===== config.mk =====
export PLATFORM = sky130hd
export DESIGN_NAME = axil2up_bridge
export DESIGN_NICKNAME = d
export VERILOG_FILES = /design/src/rtl/axil_pkg.sv /design/src/rtl/up_tmo.sv /design/src/rtl/axil2up_bridge.sv
export SDC_FILE = /design/constraint.sdc
export NUM_CORES = 1
export LEC_CHECK = 0
export CAP_MARGIN = 20
export CORE_MARGIN = 1
export CORE_UTILIZATION = 43
export CTS_CLUSTER_DIAMETER = 80
export DETAILED_ROUTE_END_ITERATION = 8
export PLACE_DENSITY = 0.81
export SYNTH_ARGS = -nofsm -noshare
export SYNTH_HDL_FRONTEND = slang
export SYNTH_HIERARCHICAL = 1
export SYNTH_SLANG_ARGS = --single-unit

===== constraint.sdc =====
create_clock -name clk -period 3 [get_ports clk]
set_input_delay 0.6 -clock clk [delete_from_list [all_inputs] [get_ports clk]]
set_output_delay 0.6 -clock clk [all_outputs]
set_load 0.01 [all_outputs]

===== src/rtl/axil_pkg.sv =====
// Shared definitions for the AXI4-Lite to microprocessor-bus bridge:
// response codes, bridge FSM states and the default timeout read data.
package axil_pkg;

  localparam logic [1:0]  RESP_OKAY    = 2'b00;
  localparam logic [1:0]  RESP_SLVERR  = 2'b10;
  localparam logic [31:0] TMO_DATA_DEF = 32'hDEAD_BEEF;

  typedef enum logic [2:0] {
    ST_IDLE   = 3'd0,
    ST_WR_ACT = 3'd1,
    ST_RD_ACT = 3'd2,
    ST_WR_RSP = 3'd3,
    ST_RD_RSP = 3'd4
  } state_e;

  // Round-robin pointer: which side wins when write and read are both pending.
  typedef enum logic {
    PTR_WR = 1'b0,
    PTR_RD = 1'b1
  } rr_ptr_e;

endpackage


===== src/rtl/up_tmo.sv =====
// Watchdog for up-side masters: counts enabled cycles since the last clear and
// pulses expire on the TMO_CYC-th enabled cycle.
module up_tmo #(
  parameter int unsigned TMO_CYC = 255
) (
  input  logic clk,
  input  logic rst_n,
  input  logic clear,
  input  logic enable,
  output logic expire
);

  localparam int CNT_W = 16;

  logic [CNT_W-1:0] cnt_q, cnt_d;

  always_comb begin
    cnt_d = cnt_q;
    if (clear)       cnt_d = '0;
    else if (enable) cnt_d = cnt_q + 1'b1;
  end

  // NOTE: state flops use non-blocking assignments so every flop samples the
  // pre-edge values of its neighbours, exactly like the hardware.
  always_ff @(posedge clk or negedge rst_n) begin
    if (!rst_n) cnt_q <= '0;
    else        cnt_q <= cnt_d;
  end

  // The owner leaves its active state on expiry, so this is a single-cycle pulse.
  assign expire = enable && !clear && (cnt_q == CNT_W'(TMO_CYC - 1));

endmodule


===== src/rtl/axil2up_bridge.sv =====
// AXI4-Lite slave that converts AW/W and AR handshakes into level write/read
// requests for rwsgen, holding the up-side bus stable until uprdy or timeout.
module axil2up_bridge
  import axil_pkg::*;
#(
  parameter int unsigned        ADDR_W   = 16,
  parameter int unsigned        DATA_W   = 32,
  parameter int unsigned        TMO_CYC  = 255,
  parameter logic [DATA_W-1:0]  TMO_DATA = DATA_W'(TMO_DATA_DEF)
) (
  input  logic                clk,
  input  logic                rst_n,
  input  logic                awvalid,
  output logic                awready,
  input  logic [ADDR_W-1:0]   awaddr,
  input  logic                wvalid,
  output logic                wready,
  input  logic [DATA_W-1:0]   wdata,
  input  logic [DATA_W/8-1:0] wstrb,
  output logic                bvalid,
  input  logic                bready,
  output logic [1:0]          bresp,
  input  logic                arvalid,
  output logic                arready,
  input  logic [ADDR_W-1:0]   araddr,
  output logic                rvalid,
  input  logic                rready,
  output logic [DATA_W-1:0]   rdata,
  output logic [1:0]          rresp,
  output logic                write,
  output logic                read,
  output logic [ADDR_W-1:0]   upa,
  output logic [DATA_W-1:0]   updo,
  output logic [DATA_W/8-1:0] upbe,
  input  logic [DATA_W-1:0]   updi,
  input  logic                uprdy
);

  state_e                state_q, state_d;
  rr_ptr_e               rr_q, rr_d;
  logic                  write_q, write_d, read_q, read_d;
  logic                  bvalid_q, bvalid_d, rvalid_q, rvalid_d;
  logic [1:0]            bresp_q, bresp_d, rresp_q, rresp_d;
  logic [DATA_W-1:0]     rdata_q, rdata_d, updo_q, updo_d;
  logic [ADDR_W-1:0]     upa_q, upa_d;
  logic [DATA_W/8-1:0]   upbe_q, upbe_d;

  logic wr_pend, rd_pend, wr_grant, rd_grant, is_idle, is_act, tmo_expire;

  assign wr_pend  = awvalid && wvalid;
  assign rd_pend  = arvalid;
  assign wr_grant = wr_pend && (!rd_pend || (rr_q == PTR_WR));
  assign rd_grant = rd_pend && (!wr_pend || (rr_q == PTR_RD));
  assign is_idle  = (state_q == ST_IDLE);
  assign is_act   = (state_q == ST_WR_ACT) || (state_q == ST_RD_ACT);

  // Gated by rst_n so every output reads 0 while reset is held.
  assign awready = rst_n && is_idle && wr_grant;
  assign wready  = awready;
  assign arready = rst_n && is_idle && rd_grant;

  up_tmo #(.TMO_CYC(TMO_CYC)) u_tmo (
    .clk    (clk),
    .rst_n  (rst_n),
    .clear  (!is_act),
    .enable (is_act),
    .expire (tmo_expire)
  );

  always_comb begin
    // NOTE: every next-state value defaults to its current value first, so no
    // path through the case leaves a signal unassigned and no latch is inferred.
    state_d  = state_q;
    rr_d     = rr_q;
    write_d  = write_q;
    read_d   = read_q;
    bvalid_d = bvalid_q;
    rvalid_d = rvalid_q;
    bresp_d  = bresp_q;
    rresp_d  = rresp_q;
    rdata_d  = rdata_q;
    upa_d    = upa_q;
    updo_d   = updo_q;
    upbe_d   = upbe_q;
    unique case (state_q)
      ST_IDLE: begin
        if (wr_grant) begin
          state_d = ST_WR_ACT;
          write_d = 1'b1;
          upa_d   = awaddr;
          updo_d  = wdata;
          upbe_d  = wstrb;
          rr_d    = (rr_q == PTR_WR) ? PTR_RD : PTR_WR;
        end else if (rd_grant) begin
          state_d = ST_RD_ACT;
          read_d  = 1'b1;
          upa_d   = araddr;
          rr_d    = (rr_q == PTR_WR) ? PTR_RD : PTR_WR;
        end
      end
      ST_WR_ACT: begin
        // A late uprdy coinciding with expiry still counts as a clean ack.
        if (uprdy || tmo_expire) begin
          state_d  = ST_WR_RSP;
          write_d  = 1'b0;
          bvalid_d = 1'b1;
          bresp_d  = uprdy ? RESP_OKAY : RESP_SLVERR;
        end
      end
      ST_RD_ACT: begin
        if (uprdy || tmo_expire) begin
          state_d  = ST_RD_RSP;
          read_d   = 1'b0;
          rvalid_d = 1'b1;
          rresp_d  = uprdy ? RESP_OKAY : RESP_SLVERR;
          rdata_d  = uprdy ? updi : TMO_DATA;
        end
      end
      ST_WR_RSP: begin
        if (bready) begin
          state_d  = ST_IDLE;
          bvalid_d = 1'b0;
        end
      end
      ST_RD_RSP: begin
        if (rready) begin
          state_d  = ST_IDLE;
          rvalid_d = 1'b0;
        end
      end
      default: state_d = ST_IDLE;
    endcase
  end

  always_ff @(posedge clk or negedge rst_n) begin
    if (!rst_n) begin
      state_q  <= ST_IDLE;
      rr_q     <= PTR_WR;
      write_q  <= 1'b0;
      read_q   <= 1'b0;
      bvalid_q <= 1'b0;
      rvalid_q <= 1'b0;
      bresp_q  <= RESP_OKAY;
      rresp_q  <= RESP_OKAY;
      rdata_q  <= '0;
      upa_q    <= '0;
      updo_q   <= '0;
      upbe_q   <= '0;
    end else begin
      state_q  <= state_d;
      rr_q     <= rr_d;
      write_q  <= write_d;
      read_q   <= read_d;
      bvalid_q <= bvalid_d;
      rvalid_q <= rvalid_d;
      bresp_q  <= bresp_d;
      rresp_q  <= rresp_d;
      rdata_q  <= rdata_d;
      upa_q    <= upa_d;
      updo_q   <= updo_d;
      upbe_q   <= upbe_d;
    end
  end

  assign write  = write_q;
  assign read   = read_q;
  assign bvalid = bvalid_q;
  assign rvalid = rvalid_q;
  assign bresp  = bresp_q;
  assign rresp  = rresp_q;
  assign rdata  = rdata_q;
  assign upa    = upa_q;
  assign updo   = updo_q;
  assign upbe   = upbe_q;

endmodule


**After elaboration in Yosys (flattened, before gate mapping)**

Cells that the tools add are included.

- Flip-flop bits (word level): 112
- Output and inout bits: 95

- Add/subtract/negate cells: 1
- Equal/unequal tests: 13
- Mux-type cells: 26
- Bitwise gates (word level): 1
- Reduce and logical (&&, ||, !) cells: 28

Operator list:

| kind | number |
|---|---|
| 16-bit 2-to-1 mux | 3 |
| 32-bit 2-to-1 mux | 1 |
| 3-bit 2-to-1 mux | 6 |
| 16-bit by 1-bit adder with 16-bit output (second input constant) | 1 |
| 16-bit by 8-bit equality test with 1-bit output (second input constant) | 1 |
| 3-bit one-hot mux with 5 select lines | 1 |
| 1-bit 2-to-1 mux | 10 |
| 2-bit inequality test (second input constant) | 5 |
| 2-bit nonzero test | 5 |
| 3-bit AND reduction | 3 |
| 1-bit one-hot mux with 2 select lines | 4 |
| 2-bit AND reduction | 4 |
| 1-bit logical AND | 7 |
| 3-bit by 2-bit equality test with 1-bit output (second input constant) | 2 |
| 5-bit AND reduction | 1 |
| 1-bit logical OR | 4 |
| 2-bit by 1-bit inequality test with 1-bit output (second input constant) | 2 |
| 4-bit AND reduction | 1 |
| 3-bit by 1-bit equality test with 1-bit output (second input constant) | 1 |
| 3-bit equality test (second input constant) | 1 |
| 3-bit logical NOT | 1 |
| 3-bit inequality test (second input constant) | 1 |
| 1-bit logical NOT | 2 |
| 2-bit 2-to-1 mux | 1 |
| 1-bit NOT | 1 |

**Longest topological paths before layout**

- Depth in word-level cells: 7
- Mapped depth: 14

**Modules after synthesis**

The synthesis kept the hierarchy.

Modules (own cells, without submodules):

| module | times used | cells an instance | area each (µm²) |
|---|---|---|---|
| axil2up_bridge | 1 | 310 | 3990.1 |
| up_tmo | 1 | 88 | 862.1 |

**Worst setup path after synthesis**

OpenSTA, ideal clock, no wires.

- Path kind: reg-to-reg
- From: register state_q[1]
- To: register rdata_q[19], in the netlist rdata[19]
- Arrival time: 2650 ps
- Required time: 2935 ps
- Path slack: 285 ps
- Cell stages (with the launch flop): 15
- Path buffers: 6
- Period minus slack after synthesis: 2715 ps
- Cells stage by stage: dfrtp_1 > buf_2 > buf_1 > nand2_1 > a21oi_1 > buf_4 > and4_4 > buf_6 > nand2_1 > nor3_1 > o21a_1 > and2_1 > clkbuf_1 > buf_2 > o22a_1

- Word-level cells in the longest chain between the ends: 5

Ends and longest elaborated chain:

| item | line | text |
|---|---|---|
| start, declared | axil2up_bridge.sv:39 | `state_e state_q, state_d;` |
| start signal, assigned | axil2up_bridge.sv:150 | `state_q <= state_d;` |
| 3-bit by 1-bit equality test with 1-bit output or 3-bit by 2-bit equality test with 1-bit output (tied branches) | axil2up_bridge.sv:55 | `assign is_act = (state_q == ST_WR_ACT) \|\| (state_q == ST_RD_ACT);` |
| 1-bit logical OR (*) | axil2up_bridge.sv:55 |  |
| via is_act | axil2up_bridge.sv:48 | `logic wr_pend, rd_pend, wr_grant, rd_grant, is_idle, is_act, tmo_expire;` |
| 1-bit logical AND (*) | up_tmo.sv:31 | `assign expire = enable && !clear && (cnt_q == CNT_W'(TMO_CYC - 1));` |
| via tmo_expire | axil2up_bridge.sv:48 |  |
| 1-bit logical OR (*) | axil2up_bridge.sv:111 | `if (uprdy \|\| tmo_expire) begin` |
| 2-bit AND reduction (no line) (*) | n/a |  |
| end signal, assigned | axil2up_bridge.sv:158 | `rdata_q <= rdata_d;` |
| end, declared | axil2up_bridge.sv:44 | `logic [DATA_W-1:0] rdata_q, rdata_d, updo_q, updo_d;` |

The timed path passes the listed nets; every way through them passes the cells marked *.
A chain may end at the register's enable or synchronous reset.

**Worst setup path after layout**

- From: register state_q[2]
- To: output awready

- Word-level cells in the longest chain between the ends: 3

Ends and longest elaborated chain:

| item | line | text |
|---|---|---|
| 3-bit logical NOT | axil2up_bridge.sv:54 | `assign is_idle = (state_q == ST_IDLE);` |
| 1-bit logical AND (2 in a row) | axil2up_bridge.sv:58 | `assign awready = rst_n && is_idle && wr_grant;` |
| end, declared | axil2up_bridge.sv:14 | `output logic awready,` |

No other way between the ends.

==> results by group <==
Status
  • Status: completed

Global routing
  • Largest net degree at the start of global routing: between 60 and 70
  • Vias in the first global route: 4017
  • Initial antenna violation count: 0
  • Remaining Overflow, GRT: 0
  • First-pass GRT wire length: slightly above 20 mm
  • Gr usage total: 22.9%

Floorplanning
  • Cell row count: 38
  • Core ar.: 10900 um^2
  • Die X-Extent: 108 um
  • Initial Utilization: roughly 44%
  • Die area: 11700 um^2
  • # IOs: ~200
  • Die Y: ~110 um

Pwr
  • Flop pwr share: 35.7%
  • Leakage: between 3 and 4 nW
  • PwrDens: 961 nW/um^2
  • Clock power frac: around 18%
  • Net Sw Frac: about a third
  • Cell Int Power: approximately 4.8 mW
  • Logic pwr share: 46.1%
  • Net switching power: roughly 2.3 mW
  • Maximum vdd drop: ~0.00047 V

Worst setup path
  • CP arrival: about 2.2 ns
  • Worst path max stage delay: 0.58 ns
  • Reg2Reg Depth: 9
  • Peak fanout along the critical path: 10
  • Critical Path RT: 2.40 ns
  • Top cell family by delay on the critical path: buffers and inverters
  • Worst R2R Setup Slack: ~0.32 ns
  • Crit path kind: reg -> out
  • Critical R2R Launch: state_q[1]$_DFFE_PN0P_
  • Setup crit end kind: primary output
  • CP Buf/Inv Count: 2
  • Reg2Reg Capture Point: rdata[2]$_DFFE_PN0P_
  • CP max stage cell: clkdlybuf4s50_1
  • Cell Chain, Critical Path: buf_4, nor3_4, nand2_1, nor3_1, clkdlybuf4s50_1
  • CP Launch Type: flip-flop

Detailed routing
  • Wirelength per Cell: ~18 um
  • DR iter-0 viols: ~340
  • Via Count: 4023
  • Drt via density: about 5.4
  • Residual DRC: 0
  • Number of detailed-route iterations in the first pass: 6
  • WL final: 13.3 mm
  • Post-route ant nets: 0

Timing
  • Setup TNS Final: 0 ns
  • Setup Skew: between 0.01 and 0.015 ns
  • Max-Slew Margin vs Limit: between 40 and 50%
  • Max Fclk: roughly 360 MHz
  • Min Hold Slack: roughly 0.38 ns
  • Setup violations, final: 0
  • Final min period: around 2.8 ns
  • Slew @ Worst Pin: between 0.7 and 0.8 ns
  • Max Slew Vio Count: 0
  • Final WS setup: around 0.21 ns
  • Final Cycle Share: 93.0%
  • RSZ-0062 raised after global routing: false
  • Fin. Hold Viols: 0

Yosys
  • Netlist Area Pre-Place: ~4900 um^2
  • Post-synth top area cell: dfrtp_1
  • Post-synth ARST share: 100%
  • Syn avg cell area: around 12 um^2
  • Synth area leaders: dfrtp_1 57%, mux2_4 9.6%, o22a_1 4.3%, a21oi_1 2.4%, a31oi_1 2.2%
  • Post-synthesis sequential area ratio: 56.7%
  • EDFF count, synth: 0
  • Synth warnings: 6
  • Distinct cell type count after synthesis: 48
  • Register bit total from synthesis: 110
  • Post-Syn Instances: 398
  • Dominant synthesized flop cell: dfrtp_1
  • Top-area cell type share of the netlist area: 56.7%

Clock network
  • Clk slew on worst S/H paths: approximately 0.080 ns
  • Clk buf depth: 2
  • Resize count post-CTS: 0
  • CTS tree: done
  • CTS Hold Bufs: 0
  • Clk sinks: 110
  • Clock latency on the worst-skew pair: 0.35 ns
  • CTS Buf Count: 9
  • Root buf cell: clkbuf_16
  • H-tree depth: 3
  • Post-CTS Setup Bufs: 0

Hold path
  • Min-Delay Path Class: in -> async

Finish
  • Sequential Area: roughly 2800 um^2
  • Area of the multi-input gates: ~1900 um^2
  • N_diodes: 0
  • # fillers: roughly 800
  • Ratio of cells with drive above 1 in the final layout: about an eighth
  • P&R area growth vs syn: 50.6%
  • Final #Nets: between 700 and 800

Place
  • GPL Wtd Cong: between 0.8 and 0.9
  • Hpwl dp: 9.47 mm
  • DP Worst Slack: around 0.26 ns
  • IO buf count: 200

Flow run
  • Max-cap violations: 0
## power groups by stage
stage,Clock [mW],Combinational (mW),Sequential (mW)
after floorplan,0,1.28,2.74
after global placement,0,3.14,2.50
after detailed placement,0,3.23,2.52
after CTS,1.30,3.25,2.51
after global routing,1.37,3.45,2.58
final,1.28,3.23,2.51
## worst max path at each step
stage,startpoint,endpoint,slack [ns],cells after the start
global route,state_q[1]$_DFFE_PN0P_,rdata[6]$_DFFE_PN0P_,0.07,9
finish,state_q[2]$_DFFE_PN0P_,awready,0.21,5
global placement,awvalid,wready,0.32,4
floorplan,state_q[1]$_DFFE_PN0P_,rdata[19]$_DFFE_PN0P_,0.28,14
detailed placement,awvalid,wready,0.26,4
CTS,state_q[2]$_DFFE_PN0P_,wready,0.19,5
## cell usage in the layout, fill, tap and decap left out, types with 2 or more instances in the layout
| cell type | synthesis | routed |
|---|---|---|
| clkdlybuf4s50_1 | 0 | 199 |
| dfrtp_1 | 110 | 110 |
| mux2_4 | 31 | 31 |
| o22a_1 | 24 | 24 |
| a21oi_1 | 23 | 23 |
| o21ai_0 | 21 | 21 |
| nor2_1 | 21 | 21 |
| nand3_1 | 21 | 21 |
| a31oi_1 | 17 | 17 |
| buf_4 | 5 | 16 |
| nand2_1 | 13 | 13 |
| xor2_1 | 12 | 12 |
| clkbuf_16 | 0 | 9 |
| a22o_1 | 8 | 8 |
| mux2_2 | 7 | 7 |
| and2_1 | 6 | 6 |
| nand4_1 | 6 | 6 |
| and3_1 | 5 | 5 |
| inv_1 | 4 | 4 |
| or3_1 | 3 | 3 |
| nand2b_1 | 2 | 2 |
| nor3_1 | 2 | 2 |
| a21o_1 | 2 | 2 |
| o21a_1 | 2 | 2 |
| o31ai_1 | 2 | 2 |
| nand3b_1 | 2 | 2 |
| conb_1 | 1 | 2 |
| bufinv_16 | 0 | 2 |
| clkinvlp_4 | 0 | 2 |
| nor2b_1 | 2 | 2 |
| ha_1 | 2 | 2 |
## state kept, by name (all words and copies together), names as in the netlist
signal,cells
rresp,1
updo,32
bresp,1
upbe,4
rvalid,1
state_q,3
read,1
upa,16
write,1
bvalid,1
rr_q,1
rdata,32
u_tmo/cnt_q,16
## final cells by class
type | count | share of cell area, %
clock inverters | 7 | 1.34
repair buffers | 216 | 29.2
multi-input cells | 253 | 26.2
inverters | 4 | 0.205
flip-flops and latches | 110 | 37.7
clock buffers | 9 | 3.08
well taps | 140 | 2.40
## kinds of logic after synthesis
family          share of synthesized area (%)
compound gates                           14.2
xor+xnor                                 2.35
fa+ha+maj                               0.516
buf+inv                                  3.95
flops                                    56.7
mux                                      11.4
other cells                            0.0773
simple gates                             10.8
## cell usage after synthesis (all sizes together), types with 3 or more instances
cell type,n
and2,6
or3,3
a22o,8
nor2,21
a21oi,23
buf,16
nand3,23
inv,4
nor3,3
mux2,38
nand4,6
a31oi,17
clkbuf,16
dfrtp,110
xor2,12
o21ai,21
nand2,13
and3,5
o22a,24
## per-layer routing
| metal | global-route usage (%) | up-vias | wire (um) |
|---|---|---|---|
| met2 | 38.5 | 174 | 6810 |
| li1 | - | 1832 | - |
| met5 | 0 | - | 0 |
| met4 | 9.78 | 0 | 317 |
| met3 | 4.58 | 23 | 776 |
| met1 | 28.5 | 1994 | 5360 |
## through the flow
stage          cells  total power [mW]  utilization [%]  instance area, um^2
2_1_floorplan    399              4.02                -                 4860
3_3_place_gp     723              5.64             63.9                 6990
3_5_place_dp     723              5.75             63.9                 6990
4_1_cts          739              7.06             66.8                 7310
5_1_grt          739              7.40             66.8                 7310
6_report         739              7.02             66.8                 7310
Power figures use the tool's default switching activity.
